===== src/rtl/fmul_issue_ctrl.sv =====
// Issue controller sharing one fixed-latency pipelined FP multiplier between requesters:
// round-robin grant, per-register in-flight scoreboard, completion timing check, drain/halt FSM.
module fmul_issue_ctrl #(
   parameter int N_REQ  = 2,
   parameter int LAT    = 4,
   parameter int DEST_W = 4
) (
   input  logic                    clk,
   input  logic                    rst,
   input  logic [N_REQ-1:0]        req_valid,
   output logic [N_REQ-1:0]        req_ready,
   input  logic [32*N_REQ-1:0]     req_op1,
   input  logic [32*N_REQ-1:0]     req_op2,
   input  logic [DEST_W*N_REQ-1:0] req_dest,
   input  logic                    drain_req,
   output logic                    drained,
   output logic                    mul_ena,
   output logic [31:0]             mul_op1,
   output logic [31:0]             mul_op2,
   output logic [DEST_W-1:0]       mul_dest,
   input  logic [31:0]             mul_result,
   input  logic                    mul_done,
   input  logic [DEST_W-1:0]       mul_out_dest,
   output logic                    wb_valid,
   output logic [DEST_W-1:0]       wb_dest,
   output logic [31:0]             wb_data,
   output logic [(1<<DEST_W)-1:0]  busy,
   output logic                    err
);
   localparam int NREG  = 1 << DEST_W;
   localparam int PTR_W = (N_REQ > 1) ? $clog2(N_REQ) : 1;

   // Handshake: a requester transfers on a rising clk where req_valid[i] & req_ready[i];
   // it must hold valid, operands and dest stable until that edge.
   typedef enum logic [1:0] {
      S_RUN    = 2'd0,
      S_DRAIN  = 2'd1,
      S_HALTED = 2'd2
   } state_t;

   state_t            state;
   state_t            state_nxt;
   logic              grant_en;
   logic [PTR_W-1:0]  rr_ptr;
   logic [PTR_W-1:0]  gnt_idx;
   logic [PTR_W-1:0]  cand;
   logic              gnt_any;
   logic [N_REQ-1:0]  elig;
   logic [NREG-1:0]   busy_eff;
   logic [NREG-1:0]   busy_nxt;
   logic [31:0]       sel_op1;
   logic [31:0]       sel_op2;
   logic [DEST_W-1:0] sel_dest;
   logic [LAT-1:0]    expect_q;
   logic              exp_tap;

   assign exp_tap = expect_q[LAT-1];

   // A register retiring this cycle is already free for a new issue.
   always_comb begin
      busy_eff = busy;
      if (mul_done) busy_eff[mul_out_dest] = 1'b0;
   end

   always_comb begin
      elig = '0;
      for (int i = 0; i < N_REQ; i++)
         elig[i] = req_valid[i] & ~busy_eff[req_dest[i*DEST_W +: DEST_W]];
   end

   always_comb begin
      gnt_any = 1'b0;
      gnt_idx = '0;
      cand    = '0;
      for (int k = 0; k < N_REQ; k++) begin
         cand = PTR_W'((int'(rr_ptr) + k) % N_REQ);
         if (grant_en && !gnt_any && elig[cand]) begin
            gnt_any = 1'b1;
            gnt_idx = cand;
         end
      end
   end

   always_comb begin
      req_ready = '0;
      sel_op1   = '0;
      sel_op2   = '0;
      sel_dest  = '0;
      for (int i = 0; i < N_REQ; i++) begin
         if (gnt_any && gnt_idx == PTR_W'(i)) begin
            req_ready[i] = 1'b1;
            sel_op1      = req_op1[i*32 +: 32];
            sel_op2      = req_op2[i*32 +: 32];
            sel_dest     = req_dest[i*DEST_W +: DEST_W];
         end
      end
   end

   // Set after clear so a same-edge retire/issue of one register leaves it busy.
   always_comb begin
      busy_nxt = busy;
      if (mul_done) busy_nxt[mul_out_dest] = 1'b0;
      if (gnt_any)  busy_nxt[sel_dest]     = 1'b1;
   end

   always_ff @(posedge clk or posedge rst) begin
      if (rst) begin
         rr_ptr   <= '0;
         mul_ena  <= 1'b0;
         mul_op1  <= '0;
         mul_op2  <= '0;
         mul_dest <= '0;
         busy     <= '0;
         expect_q <= '0;
         err      <= 1'b0;
         wb_valid <= 1'b0;
         wb_dest  <= '0;
         wb_data  <= '0;
      end else begin
         mul_ena <= gnt_any;
         if (gnt_any) begin
            mul_op1  <= sel_op1;
            mul_op2  <= sel_op2;
            mul_dest <= sel_dest;
            rr_ptr   <= (int'(gnt_idx) == N_REQ - 1) ? '0 : gnt_idx + 1'b1;
         end
         busy     <= busy_nxt;
         expect_q <= LAT'({expect_q, mul_ena});
         if ((mul_done != exp_tap) || (mul_done && !busy[mul_out_dest]))
            err <= 1'b1;
         wb_valid <= mul_done;
         wb_dest  <= mul_out_dest;
         wb_data  <= mul_result;
      end
   end

   always_ff @(posedge clk or posedge rst) begin
      if (rst) state <= S_RUN;
      else     state <= state_nxt;
   end

   always_comb begin
      state_nxt = state;
      case (state)
         S_RUN:    if (drain_req) state_nxt = S_DRAIN;
         S_DRAIN: begin
            if (!drain_req)                          state_nxt = S_RUN;
            else if (expect_q == '0 && !mul_ena)     state_nxt = S_HALTED;
         end
         S_HALTED: if (!drain_req) state_nxt = S_RUN;
         default:  state_nxt = S_RUN;
      endcase
   end

   always_comb begin
      grant_en = (state == S_RUN);
      drained  = (state == S_HALTED);
   end
endmodule


===== config.mk =====
export PLATFORM = sky130hd
export DESIGN_NAME = fmul_issue_ctrl
export DESIGN_NICKNAME = d
export VERILOG_FILES = /design/src/rtl/fmul_issue_ctrl.sv
export SDC_FILE = /design/constraint.sdc
export NUM_CORES = 1
export LEC_CHECK = 0
export CAP_MARGIN = 30
export CELL_PAD_IN_SITES_DETAIL_PLACEMENT = 1
export CELL_PAD_IN_SITES_GLOBAL_PLACEMENT = 2
export CORE_MARGIN = 10
export CORE_UTILIZATION = 21
export DETAILED_ROUTE_END_ITERATION = 8
export PLACE_DENSITY = 0.78
export SKIP_LAST_GASP = 1
export SYNTH_ARGS = -nofsm -noshare
export SYNTH_HDL_FRONTEND = slang
export SYNTH_SLANG_ARGS = --single-unit

===== constraint.sdc =====
create_clock -name clk -period 4.18 [get_ports clk]
set_input_delay 0.627 -clock clk [delete_from_list [all_inputs] [get_ports clk]]
set_output_delay 0.627 -clock clk [all_outputs]
set_load 0.05 [all_outputs]

After elaboration in Yosys (flattened, before gate mapping)
Cells that the tools add are included.

Bits in registers: 130. Latch bits: 0. RAM bits: 0. ROM bits: 0. Bits of input ports: 178. Output and inout bits: 126. Logic and storage cells: 86. Memories: 0.

Add/subtract/negate cells: 2. Multiply operators: 0. Div/mod/pow operators: 0. Order comparisons: 8. Equal/unequal tests: 6. Shift operators: 0. Multiplexer cells: 34. Bitwise gates (word level): 8. Reductions and logical operators: 16.

Operators by type and width (count): $mux 32 (4); $mux 16 (2); $lt 4x5->1 const B (4); $and 16x16->16 (1); $mux 1 (16); $not 16->16 (1); $or 16x16->16 (1); $bmux 1 s4 (3); $logic_and 1x1->1 (9); $demux 1 s4 (2); $ge 4x1->1 const B (2); $mux 2 (4); $mux 4 (2); $pmux 2 s3 (1); $logic_not 4->1 (1); $lt 1x2->1 const B (2); $ne 2x2->1 const B (2); $logic_not 1->1 (3); $ne 3x3->1 const B (1); $not 1->1 (3); $reduce_and 3->1 (1); $add 1x1->1 const B (2); $and 1x1->1 (2); $eq 2x1->1 const B (1); other kinds (4) (4).

Longest topological paths before layout
Gate-level depths: netlist (run 1).

Word-level depth: 29. Mapped depth: 11. Mapped depth without buffers: 8.

Least setup slack after synthesis (run 1)
Ideal clock, no wire load.

Path type: input to output. Start point: input mul_out_dest[1]. End point: output req_ready[0]. Arrival: 3.230 ns. Required time: 3.553 ns. Setup slack: 0.323 ns. Stages on the path: 10. Buffers on the path: 2. Cells stage by stage: buf_2 > nand2_1 > o21ai_0 > mux4_2 > o22a_1 > o311ai_1 > or3_1 > buf_2 > inv_1 > nor2_1.

Cells in the longest elaborated chain, start to end: 22. Elaborated cells on any way between the ends: 31. Classes of those cells: order compare: 2; mux: 16; bitwise: 7; reduce/logical: 6.

Ends and longest elaborated chain: start, declared (line 23) `input logic [DEST_W-1:0] mul_out_dest,`; $lt 4x5->1 (implied by the code) or $ge 4x1->1 (tied branches) (line 62) `if (mul_done) busy_eff[mul_out_dest] = 1'b0;`; $logic_and 1x1->1 (implied by the code) (line 62); $mux 1 (implied by the code) (line 62); $demux 1 s4 (*) (line 62); $not 16->16 (no source line) (*); $and 16x16->16 (no source line) (*); $mux 16 (*) (line 62); $bmux 1 s4 (line 68) `elig[i] = req_valid[i] & ~busy_eff[req_dest[i*DEST_W +: DEST_W]];`; [5 not listed]; $logic_and 1x1->1 (line 77) `if (grant_en && !gnt_any && elig[cand]) begin`; $mux 1 (line 77); $logic_not 1->1 (line 77); $logic_and 1x1->1 (2 in series) (line 77); $mux 1 (line 77); $not 1->1 (line 90) `if (gnt_any && gnt_idx == PTR_W'(i)) begin`; $logic_and 1x1->1 (*) (line 90); $mux 1 (*) (line 90); end, declared (line 11) `output logic [N_REQ-1:0] req_ready,`.

Every way passes the cells marked *; elsewhere a longest branch is shown, timed or not. The select of a mux whose other input is x is not followed.

Final worst setup path (run 1)
Start point: input mul_done. End point: output req_ready[0].

Cells in the longest elaborated chain, start to end: 16. Elaborated cells on any way between the ends: 24. Classes of those cells: mux: 14; bitwise: 5; reduce/logical: 5.

Ends and longest elaborated chain: start, declared (line 22) `input logic mul_done,`; $mux 16 (*) (line 62); $bmux 1 s4 (line 68); $mux 1 (implied by the code) (line 68); $not 1->1 (line 68); $and 1x1->1 (line 68); $mux 1 (implied by the code) (2 in series) (line 77); $logic_and 1x1->1 (line 77); $mux 1 (line 77); $logic_not 1->1 (line 77); $logic_and 1x1->1 (2 in series) (line 77); $mux 1 (line 77); $not 1->1 (line 90); $logic_and 1x1->1 (*) (line 90); $mux 1 (*) (line 90).

Marked as above.

==> summary.txt, run 1 <==
CTS
  • Post-CTS setup buffer count: 0
  • CTS root buf: clkbuf_16
  • CTS tree: built
  • CTS sink cnt: 130
  • CTS Buf Count: 17
  • CTS Hold Bufs: 0
  • Clock latency at the later pin of the worst-skew pair: roughly 420 ps
  • Clock buffer depth: 2
  • # H-tree levels: 4
  • Clock slew at reported path FFs: around 60 ps

STA
  • Final worst path period share: 95.5%
  • Final Critical Period: about 4000 ps
  • Setup TNS: 0 ps
  • Setup ws final: between 150 and 200 ps
  • FMAX: 0.251 GHz
  • Slew Limit Fails: 0
  • Hold_ws: 377 ps
  • RSZ-0062 raised after global routing: false
  • Worst slew pin tran: ~750 ps
  • Max-slew headroom: between 50% and 60%
  • Fin. Hold Viols: 0
  • Clock Skews: between 15 and 20 ps
  • Count of final setup violators: 0

Synthesis
  • Async set or reset register ratio after synthesis: between 90% and 100%
  • Syn Inst Count: 501
  • Yosys warning total: 0
  • Area share of the leading cell type in the synthesized netlist: 57.6%
  • Seq/Total Area, Yosys: a little under three fifths
  • Synth Cell Area: ~0.0056 sq mm
  • Ys flop type: dfrtp_1
  • Syn nets: just under 700
  • Syn Area/Cell: around 11 sq um
  • Yosys cell types: 42
  • Ranking of synthesized cells by area: dfrtp_1 58%, mux2i_1 13%, a21oi_1 5.8%
  • Post-synth top area cell: dfrtp_1
  • Post-synth EDFFs: 0
  • Register bit count reported by yosys: 130

Place
  • Placement Cell Area: around 0.0092 sq mm
  • Cells after DPL: approximately 1100
  • Port-buffer cells: around 300
  • RD Place Congestion: a little under 0.9
  • Dpl hpwl: approximately 18 mm
  • Dpl ws: 177 ps

Finish
  • Antenna diodes: 0
  • Final nets: between 900 and 1000
  • Non-Filler Instances: around 1200
  • Final Cell Area: 0.00978 sq mm
  • Post-layout util: 37.2%
  • # fillers: 2926
  • Area occupied by multi-input gates: around 0.0022 sq mm
  • Sequential standard cell area: ~0.0033 sq mm
  • P&R area growth vs syn: 73.2%
  • Layout cells sized above 1: under 10%

Run status
  • Status: complete, no violations

Worst hold path
  • Worst min path class: register to register
  • Hold path cells: 0

Detailed routing
  • Post-route ant nets: 0
  • Vias per inst: about 4.5
  • DRC errors left: 0
  • Vias post-DR: 5258
  • DR iter-0 viols: 333
  • Post-Route WL: roughly 24 mm
  • Routed len/inst: 20.3 um
  • Drt pass-1 iters: 5

Critical path
  • Crit path capture type: primary output
  • Setup CP Type: primary input to primary output
  • Arrival time worst endpoint: between 3000 and 4000 ps
  • RR Startpoint: busy[10]
  • Most used cell, CP: o311ai_1
  • Critical Path Stages: 10
  • Required time worst endpoint: 3550 ps
  • CP max FO: 7
  • Worst path bufs/invs: 3
  • Critical Path End: req_ready[0]
  • Slowest-stage cell, CP: clkdlybuf4s50_1
  • Crit path cell chain: clkdlybuf4s50_1 -> or3b_4 -> o21ai_1 -> mux2i_1 -> o311ai_1 -> o311ai_1 -> or3_4 -> inv_1 -> nor2_1 -> buf_12
  • Crit-path leading delay family: simple AND/OR/NAND/NOR gates
  • Reg-to-reg slack, setup: about 1500 ps
  • Setup crit start: mul_done
  • Critical path launch point type: primary input
  • Reg2Reg Depth: 9
  • Reg2reg end: busy[9]
  • CP max stage delay: just under 600 ps

GRT
  • First-pass GRT wire length: 35.6 mm
  • Vias in the first global route: approximately 6000
  • GRT Util Overall: a little over an eighth
  • Total global routing overflow: 0
  • Antenna violations before repair: 0
  • Largest net degree at the start of global routing: 97

Power
  • Peak supply drop: between 0.0002 and 0.0003 V
  • Leakage: 4.21 nW
  • Total Power: roughly 7.2 mW
  • Cell Pwr Density: approximately 730 mW/mm^2

Floorplanning
  • Die X: between 150 and 200 um
  • FP Rows: 59
  • Top Ports: 304
  • Chip Height: approximately 180 um
  • Core region area: about 0.026 sq mm
  • Die Area: roughly 0.034 sq mm
  • Initial Util: a little over a fifth

Flow run
  • Max-Cap Viols: 0
[placed cells by master, fill, tap and decap left out, drive strengths merged, types with 2 or more instances in the layout]
| cell | synthesis | routed |
|---|---|---|
| a21oi | 66 | 66 |
| a221o | 3 | 3 |
| a41oi | 2 | 2 |
| and2 | 2 | 2 |
| and3 | 3 | 3 |
| buf | 12 | 22 |
| clkbuf | 21 | 18 |
| clkdlybuf4s50 | 0 | 300 |
| clkinv | 0 | 3 |
| clkinvlp | 0 | 2 |
| dfrtp | 130 | 130 |
| inv | 10 | 19 |
| mux2i | 71 | 71 |
| mux4 | 7 | 7 |
| nand2 | 8 | 8 |
| nand2b | 5 | 5 |
| nand3 | 7 | 7 |
| nand3b | 3 | 3 |
| nand4 | 5 | 5 |
| nor2 | 77 | 77 |
| nor4 | 3 | 3 |
| o2111a | 2 | 2 |
| o2111ai | 4 | 4 |
| o211ai | 8 | 8 |
| o21ai | 18 | 18 |
| o221ai | 10 | 10 |
| o22ai | 3 | 3 |
| o311ai | 2 | 2 |
| o31ai | 3 | 3 |
| or2 | 3 | 3 |
| or3 | 3 | 3 |
[worst min path at each step]
stage                       end         from
finish              expect_q[2]  expect_q[1]
global route        expect_q[2]  expect_q[1]
CTS                 expect_q[2]  expect_q[1]
detailed placement  expect_q[2]  expect_q[1]
global placement    expect_q[1]  expect_q[0]
floorplan           expect_q[2]  expect_q[1]
[per-layer routing]
layer,share of wire (%),track usage (%)
met2,50,23.6
met3,9.9,5.97
met5,0,0
met1,39,15.1
met4,1.2,3.34
[cell usage after synthesis, types with 4 or more instances]
library cell    n
a21oi_1        66
buf_2          11
clkbuf_1       21
dfrtp_1       130
inv_1          10
mux2i_1        71
mux4_2          7
nand2_1         8
nand2b_1        5
nand3_1         7
nand4_1         5
nor2_1         77
o2111ai_1       4
o211ai_1        8
o21ai_0        11
o21ai_1         6
o221ai_1       10
[logic make-up after synthesis]
logic type	share of synthesized area, %
compound gates	14.0
buf+inv	3.17
flops	57.6
mux	15.4
simple gates	9.83
[where the power goes]
part	internal, mW	leakage (nW)	switching (mW)	total (mW)
Sequential	1.69	1.49	0.284	1.97
Clock	0.806	0.279	0.662	1.47
Combinational	1.31	2.45	2.42	3.73
[flip-flops by register name, summed over array words and instances, names as in the netlist]
signal,cells
mul_dest,4
wb_data,32
wb_dest,4
mul_op1,32
busy,16
mul_ena,1
err,1
mul_op2,32
expect_q,4
rr_ptr,1
wb_valid,1
state,2
[what timing repair did]
| item | 4_1_cts | 5_1_grt |
|---|---|---|
| endpoints found under the setup margin | 0 | 1 |
| endpoints found under the hold margin | 0 | 0 |
| gates resized for setup | 0 | 2 |
[layout make-up]
cell class                      count  share of cell area [%]
Timing Repair Buffer              323                    33.3
Sequential cell                   130                    33.3
Multi-Input combinational cell    328                    22.9
Clock buffer                       18                    4.49
Tap cell                          335                    4.28
Clock inverter                     14                    1.37
Inverter                           10                   0.435
No activity file was read; power rests on OpenSTA's default activity.
==> run 2, diff against run 1 <==
Settings changed: CELL_PAD_IN_SITES_DETAIL_PLACEMENT 1 to 0, CELL_PAD_IN_SITES_GLOBAL_PLACEMENT 2 to 1, CORE_UTILIZATION 21 to 26, PLACE_DENSITY 0.78 to 0.76.
==> run 2 against run 1 <==
Net effect: register-to-register slack improved by 70 ps; power grew 0.73%; highest routed layer unchanged; non-clock buffer count is 1 higher; critical endpoint is now req_ready[1]; sequential share of layout area up 0.068 points; die area shrank 17%; global-route usage rose by 1.1 points.
==> summary.txt, run 2 (synthesis results as in run 1) <==
STA
  • Count of final setup violators: 0 (unchanged)
  • Fin. Hold Viols: 0 (unchanged)
  • Max-slew headroom: 50.4% (was 50.0%)
  • Final Critical Period: 4060 ps (was 3990 ps)
  • Setup TNS: 0 ps (unchanged)
  • RSZ-0062 raised after global routing: false (unchanged)
  • Worst slew pin tran: 744 ps (was 750 ps)
  • Final worst path period share: 97.1% (was 95.5%)
  • FMAX: 0.246 GHz (was 0.251 GHz)
  • Clock Skews: 7.85 ps (was 18.3 ps)
  • Slew Limit Fails: 0 (unchanged)

Worst hold path
  • Hold path cells: 0 (unchanged)
  • Worst min path class: register to register (unchanged)

Floorplanning
  • Chip Height: 167 um (was 184 um)
  • Die X: 167 um (was 184 um)
  • Top Ports: 304 (unchanged)
  • Die Area: 0.0280 sq mm (was 0.0339 sq mm)
  • Core region area: 0.0212 sq mm (was 0.0263 sq mm)
  • Initial Util: 26.6% (was 21.5%)
  • FP Rows: 53 (was 59)

CTS
  • Clock buffer depth: 2 (unchanged)
  • Post-CTS resize count: 0 (unchanged)
  • Post-CTS setup buffer count: 0 (unchanged)
  • CTS root buf: clkbuf_16 (unchanged)
  • CTS tree: built (unchanged)
  • # H-tree levels: 4 (unchanged)
  • CTS Hold Bufs: 0 (unchanged)
  • Clock latency at the later pin of the worst-skew pair: 410 ps (was 420 ps)
  • CTS sink cnt: 130 (unchanged)
  • CTS Buf Count: 17 (unchanged)
  • Clock slew at reported path FFs: 60 ps (about the same)

Finish
  • Sequential standard cell area: 0.00325 sq mm (unchanged)
  • Layout cells sized above 1: 8.37% (was 8.38%)
  • Most frequent cells in the layout: 301 x clkdlybuf4s50_1, 130 x dfrtp_1, 77 x nor2_1 (was 300 x clkdlybuf4s50_1, 130 x dfrtp_1, 77 x nor2_1)
  • Final nets: 989 (was 988)
  • P&R area growth vs syn: 72.8% (was 73.2%)
  • Antenna diodes: 0 (unchanged)
  • Area occupied by multi-input gates: 0.00223 sq mm (was 0.00224 sq mm)
  • # fillers: 2047 (was 2926)
  • Top Registers: mul_op1: 32 flops, mul_op2: 32 flops, wb_data: 32 flops (unchanged)
  • Most common cell after layout, fill and taps aside: clkdlybuf4s50_1 (unchanged)

Critical path
  • Crit path cell chain: clkdlybuf4s50_1 -> or3b_4 -> o21ai_1 -> mux2i_1 -> o311ai_1 -> o311ai_1 -> or3_4 -> inv_1 -> buf_4 -> buf_12 (was clkdlybuf4s50_1 -> or3b_4 -> o21ai_1 -> mux2i_1 -> o311ai_1 -> o311ai_1 -> or3_4 -> inv_1 -> nor2_1 -> buf_12)
  • Slowest-stage cell, CP: clkdlybuf4s50_1 (unchanged)
  • Worst path bufs/invs: 4 (was 3)
  • Reg2Reg Depth: 10 (was 9)
  • CP max FO: 7 (unchanged)
  • Arrival time worst endpoint: 3430 ps (was 3360 ps)
  • Crit-path leading delay family: buffers and inverters (was simple AND/OR/NAND/NOR gates)
  • Critical path launch point type: primary input (unchanged)
  • Critical Path Stages: 10 (unchanged)
  • CP max stage delay: 580 ps (was 590 ps)
  • Crit path capture type: primary output (unchanged)
  • Setup CP Type: primary input to primary output (unchanged)
  • Required time worst endpoint: 3550 ps (about the same)
  • Most used cell, CP: o311ai_1 (unchanged)

Power
  • Leakage: 4.24 nW (was 4.21 nW)
  • Peak supply drop: 0.000303 V (was 0.000270 V)
  • Cell Pwr Density: 740 mW/mm^2 (was 733 mW/mm^2)
  • Total Power: 7.22 mW (was 7.17 mW)

Run status
  • Status: complete, no violations (unchanged)

GRT
  • Total global routing overflow: 0 (unchanged)
  • First-pass GRT wire length: 32.9 mm (was 35.6 mm)
  • Vias in the first global route: 5580 (was 5858)
  • Largest net degree at the start of global routing: 103 (was 97)
  • GRT Util Overall: 14.8% (was 13.7%)
  • Antenna violations before repair: 0 (unchanged)

Detailed routing
  • DRC errors left: 0 (unchanged)
  • Vias post-DR: 5267 (was 5258)
  • Post-route ant nets: 0 (unchanged)
  • Routed len/inst: 19.5 um (was 20.3 um)
  • Vias per inst: 4.79 (was 4.54)
  • Post-Route WL: 21.5 mm (was 23.6 mm)
  • DR iter-0 viols: 316 (was 333)
  • Drt pass-1 iters: 5 (unchanged)

Flow run
  • Max-Cap Viols: 0 (unchanged)

Place
  • Port-buffer cells: 303 (unchanged)
  • RD Place Congestion: 0.934 (was 0.884)
  • Dpl hpwl: 16.9 mm (was 18.3 mm)
run 2: cell types whose count changed in the layout (fill, tap and decap cells not counted), sizes merged:
cell / previous run / this run
clkdlybuf4s50: 300 / 301
bufinv: 0 / 2
clkbuf: 18 / 19
clkinvlp: 2 / 0
buf: 22 / 23
inv: 19 / 18
dlymetal6s2s: 1 / 0
run 2: power by group:
group          internal [mW]  switching, mW  total, mW
clock                  0.934          0.617       1.55
combinational           1.31           2.39       3.70
sequential              1.69          0.284       1.97
run 2: layer usage:
layer  track usage (%)  vias to the layer above  part of all wire (%)
li1                  -                     2436                     -
met1              17.0                     2502                    39
met2              24.3                      306                    48
met3              6.91                       23                    11
met4              4.28                        0                   1.5
met5                 0                        -                     0
run 2: worst register-to-register path: cells and delay by family, from the launching register on:
family          cells  cell delay, ps
compound gates      5            1070
mux                 1             160
simple gates        1             360
flops               1             420
buf+inv             3             540
run 2: layout make-up:
class                           count  share of cell area [%]
Timing Repair Buffer              324                    33.5
Sequential cell                   130                    33.3
Multi-Input combinational cell    328                    22.9
Clock buffer                       19                    4.64
Tap cell                          275                    3.52
Clock inverter                     13                    1.65
Inverter                           10                   0.436
run 2: worst paths after layout:
check / startpoint / endpoint / slack [ps]
max in group asynchronous: rst / mul_op2[10] / 2660
hold / removal: expect_q[1] / expect_q[2] / 380
min in group asynchronous: rst / mul_op2[4] / 730
hold reg to reg: expect_q[1] / expect_q[2] / 380
setup reg to reg: busy[8] / busy[8] / 1520
setup / recovery: mul_done / req_ready[1] / 120
run 2: through the flow:
step / hold slack, ps / std cells / util (%) / setup WS [ps] / area [sq um]
3_5_place_dp: 367 / 1067 / 43.1 / 211 / 9150
2_1_floorplan: 354 / 501 / - / 83.7 / 5650
5_1_grt: 396 / 1099 / 46.0 / 27.0 / 9760
3_3_place_gp: 359 / 1067 / 43.1 / 269 / 9150
6_report: 378 / 1099 / 46.0 / 121 / 9760
4_1_cts: 381 / 1099 / 46.0 / 189 / 9760
==> run 3, diff against run 2 <==
Settings changed: GPL_TIMING_DRIVEN set to 0, TNS_END_PERCENT set to 10.
==> run 3 against run 2 <==
Net effect: register-to-register slack worse by 220 ps; fmax up 0.51%; sequential share of layout area increased by 0.051 points; power fell by 1.1%; final cell count increased by 1.1%; clock power fell by 8%; die area did not move; sequential power barely moved; combinational power grew 1%; non-clock buffer count up 12; core utilization shrank 0.071 points; largest cell class is now flip-flops and latches.
==> summary.txt, run 3 (synthesis results as in run 1) <==
Finish
  • P&R area growth vs syn: 72.5% (was 72.8%)
  • Most common cell after layout, fill and taps aside: clkdlybuf4s50_1 (unchanged)
  • Final Cell Area: 0.00975 sq mm (was 0.00976 sq mm)
  • Non-Filler Instances: 1111 (was 1099)
  • Layout cells sized above 1: 9.45% (was 8.37%)
  • # fillers: 2062 (was 2047)
  • Final nets: 1001 (was 989)
  • Top Registers: mul_op1: 32 flops, mul_op2: 32 flops, wb_data: 32 flops (unchanged)
  • Most frequent cells in the layout: 295 x clkdlybuf4s50_1, 130 x dfrtp_1, 77 x nor2_1 (was 301 x clkdlybuf4s50_1, 130 x dfrtp_1, 77 x nor2_1)
  • Antenna diodes: 0 (unchanged)

STA
  • Worst slew pin tran: 636 ps (was 744 ps)
  • Slew Limit Fails: 0 (unchanged)
  • Setup TNS: 0 ps (unchanged)
  • Fin. Hold Viols: 0 (unchanged)
  • FMAX: 0.248 GHz (was 0.246 GHz)
  • Max-slew headroom: 57.6% (was 50.4%)
  • Hold_ws: 377 ps (was 378 ps)
  • Count of final setup violators: 0 (unchanged)
  • Final worst path period share: 96.6% (was 97.1%)
  • Clock Skews: 9.24 ps (was 7.85 ps)
  • Final Critical Period: 4040 ps (was 4060 ps)

Floorplanning
  • Core region area: 0.0212 sq mm (unchanged)
  • Chip Height: 167 um (unchanged)
  • Die X: 167 um (unchanged)
  • FP Rows: 53 (unchanged)
  • Top Ports: 304 (unchanged)
  • Die Area: 0.0280 sq mm (unchanged)
  • Initial Util: 26.6% (unchanged)

Critical path
  • Reg2Reg Depth: 9 (was 10)
  • CP max stage delay: 430 ps (was 580 ps)
  • Critical Path Stages: 12 (was 10)
  • Crit path cell chain: clkdlybuf4s50_1 -> buf_4 -> or2_4 -> o21ai_4 -> mux2i_1 -> o311ai_2 -> o311ai_4 -> or3_1 -> buf_2 -> inv_2 -> nor2_1 -> clkbuf_4 (was clkdlybuf4s50_1 -> or3b_4 -> o21ai_1 -> mux2i_1 -> o311ai_1 -> o311ai_1 -> or3_4 -> inv_1 -> buf_4 -> buf_12)
  • CP max FO: 10 (was 7)
  • Critical path launch point type: primary input (unchanged)
  • Required time worst endpoint: 3550 ps (about the same)
  • Crit path capture type: primary output (unchanged)
  • Setup CP Type: primary input to primary output (unchanged)
  • Crit-path leading delay family: buffers and inverters (unchanged)
  • Worst path bufs/invs: 5 (was 4)
  • Slowest-stage cell, CP: clkdlybuf4s50_1 (unchanged)
  • Arrival time worst endpoint: 3410 ps (was 3430 ps)

Power
  • Sequential Power Share: 27.6% (was 27.3%)
  • Cell Pwr Density: 733 mW/mm^2 (was 740 mW/mm^2)
  • Comb pwr share: 52.3% (was 51.2%)
  • Leakage: 4.20 nW (was 4.24 nW)
  • Internal power: 3.77 mW (was 3.93 mW)
  • Power share of the clock group: 20.0% (was 21.5%)
  • Sw frac: 47.2% (was 45.6%)
  • Total Power: 7.14 mW (was 7.22 mW)
  • P_sw: 3.37 mW (was 3.29 mW)
  • Peak supply drop: 0.000349 V (was 0.000303 V)

Detailed routing
  • DR iter-0 viols: 291 (was 316)
  • DRC errors left: 0 (unchanged)
  • Drt pass-1 iters: 5 (unchanged)
  • Post-route ant nets: 0 (unchanged)
  • Post-Route WL: 22.7 mm (was 21.5 mm)
  • Vias post-DR: 5369 (was 5267)
  • Routed len/inst: 20.5 um (was 19.5 um)
  • Vias per inst: 4.83 (was 4.79)

Run status
  • Status: complete, no violations (unchanged)

GRT
  • Largest net degree at the start of global routing: 78 (was 103)
  • GRT Util Overall: 15.7% (was 14.8%)
  • First-pass GRT wire length: 34.6 mm (was 32.9 mm)
  • Antenna violations before repair: 0 (unchanged)
  • Vias in the first global route: 5820 (was 5580)
  • Total global routing overflow: 0 (unchanged)

CTS
  • Clock buffer depth: 2 (unchanged)
  • CTS sink cnt: 130 (unchanged)
  • CTS Buf Count: 17 (unchanged)
  • CTS root buf: clkbuf_16 (unchanged)
  • CTS tree: built (unchanged)
  • Clock latency at the later pin of the worst-skew pair: 420 ps (was 410 ps)
  • CTS Hold Bufs: 0 (unchanged)
  • Clock slew at reported path FFs: 60 ps (about the same)
  • # H-tree levels: 4 (unchanged)

Place
  • Dpl hpwl: 17.8 mm (was 16.9 mm)
  • RD Place Congestion: 0.935 (was 0.934)
  • Port-buffer cells: 300 (was 303)
  • Cells after DPL: 1077 (was 1067)
  • Placement Cell Area: 0.00903 sq mm (was 0.00915 sq mm)

Flow run
  • Max-Cap Viols: 0 (unchanged)

Worst hold path
  • Hold path cells: 0 (unchanged)
  • Worst min path class: register to register (unchanged)
==> run 3: path summary, 6_finish.rpt <==
kind,from,to,slack [ps]
setup / recovery,mul_out_dest[0],req_ready[0],140
hold / removal,expect_q[0],expect_q[1],380
setup reg to reg,busy[2],busy[10],1300
hold reg to reg,expect_q[0],expect_q[1],380
max in group asynchronous,rst,mul_op1[26],2790
min in group asynchronous,rst,wb_data[17],630
==> run 3: repair_timing <==
item	4_1_cts	5_1_grt
setup endpoints to repair	2	2
pin swaps	0	3
endpoints found under the hold margin	0	0
resized for setup	18	28
setup buffers	0	3
==> run 3: layout make-up <==
class	count	area, sq um	share of cell area (%)
Timing Repair Buffer	304	3060	31.3
Clock inverter	13	114	1.17
Sequential cell	130	3250	33.4
Buffer	32	138	1.41
Multi-Input combinational cell	328	2350	24.1
Inverter	10	42.5	0.436
Tap cell	275	344	3.53
Clock buffer	19	453	4.65
==> run 3: layer usage <==
layer / track usage [%] / wire length, um
met3: 7.49 / 2590
met1: 17.2 / 8610
met2: 26.1 / 11100
met4: 5.49 / 414
met5: 0 / 0
==> run 3: metrics by stage <==
step	util, %	setup WS (ps)
floorplan	-	83.7
global placement	42.4	-1950
detailed placement	42.5	-831
CTS	45.3	-34.7
global route	45.9	-6.47
finish	45.9	142
==> run 3: power groups by stage <==
stage / Clock [mW] / Sequential [mW] / Combinational [mW]
global route: 1.53 / 2.04 / 3.94
finish: 1.43 / 1.98 / 3.74
CTS: 1.48 / 1.96 / 3.74
global placement: 0 / 1.96 / 3.73
detailed placement: 0 / 1.97 / 3.73
floorplan: 0 / 3.38 / 0.847
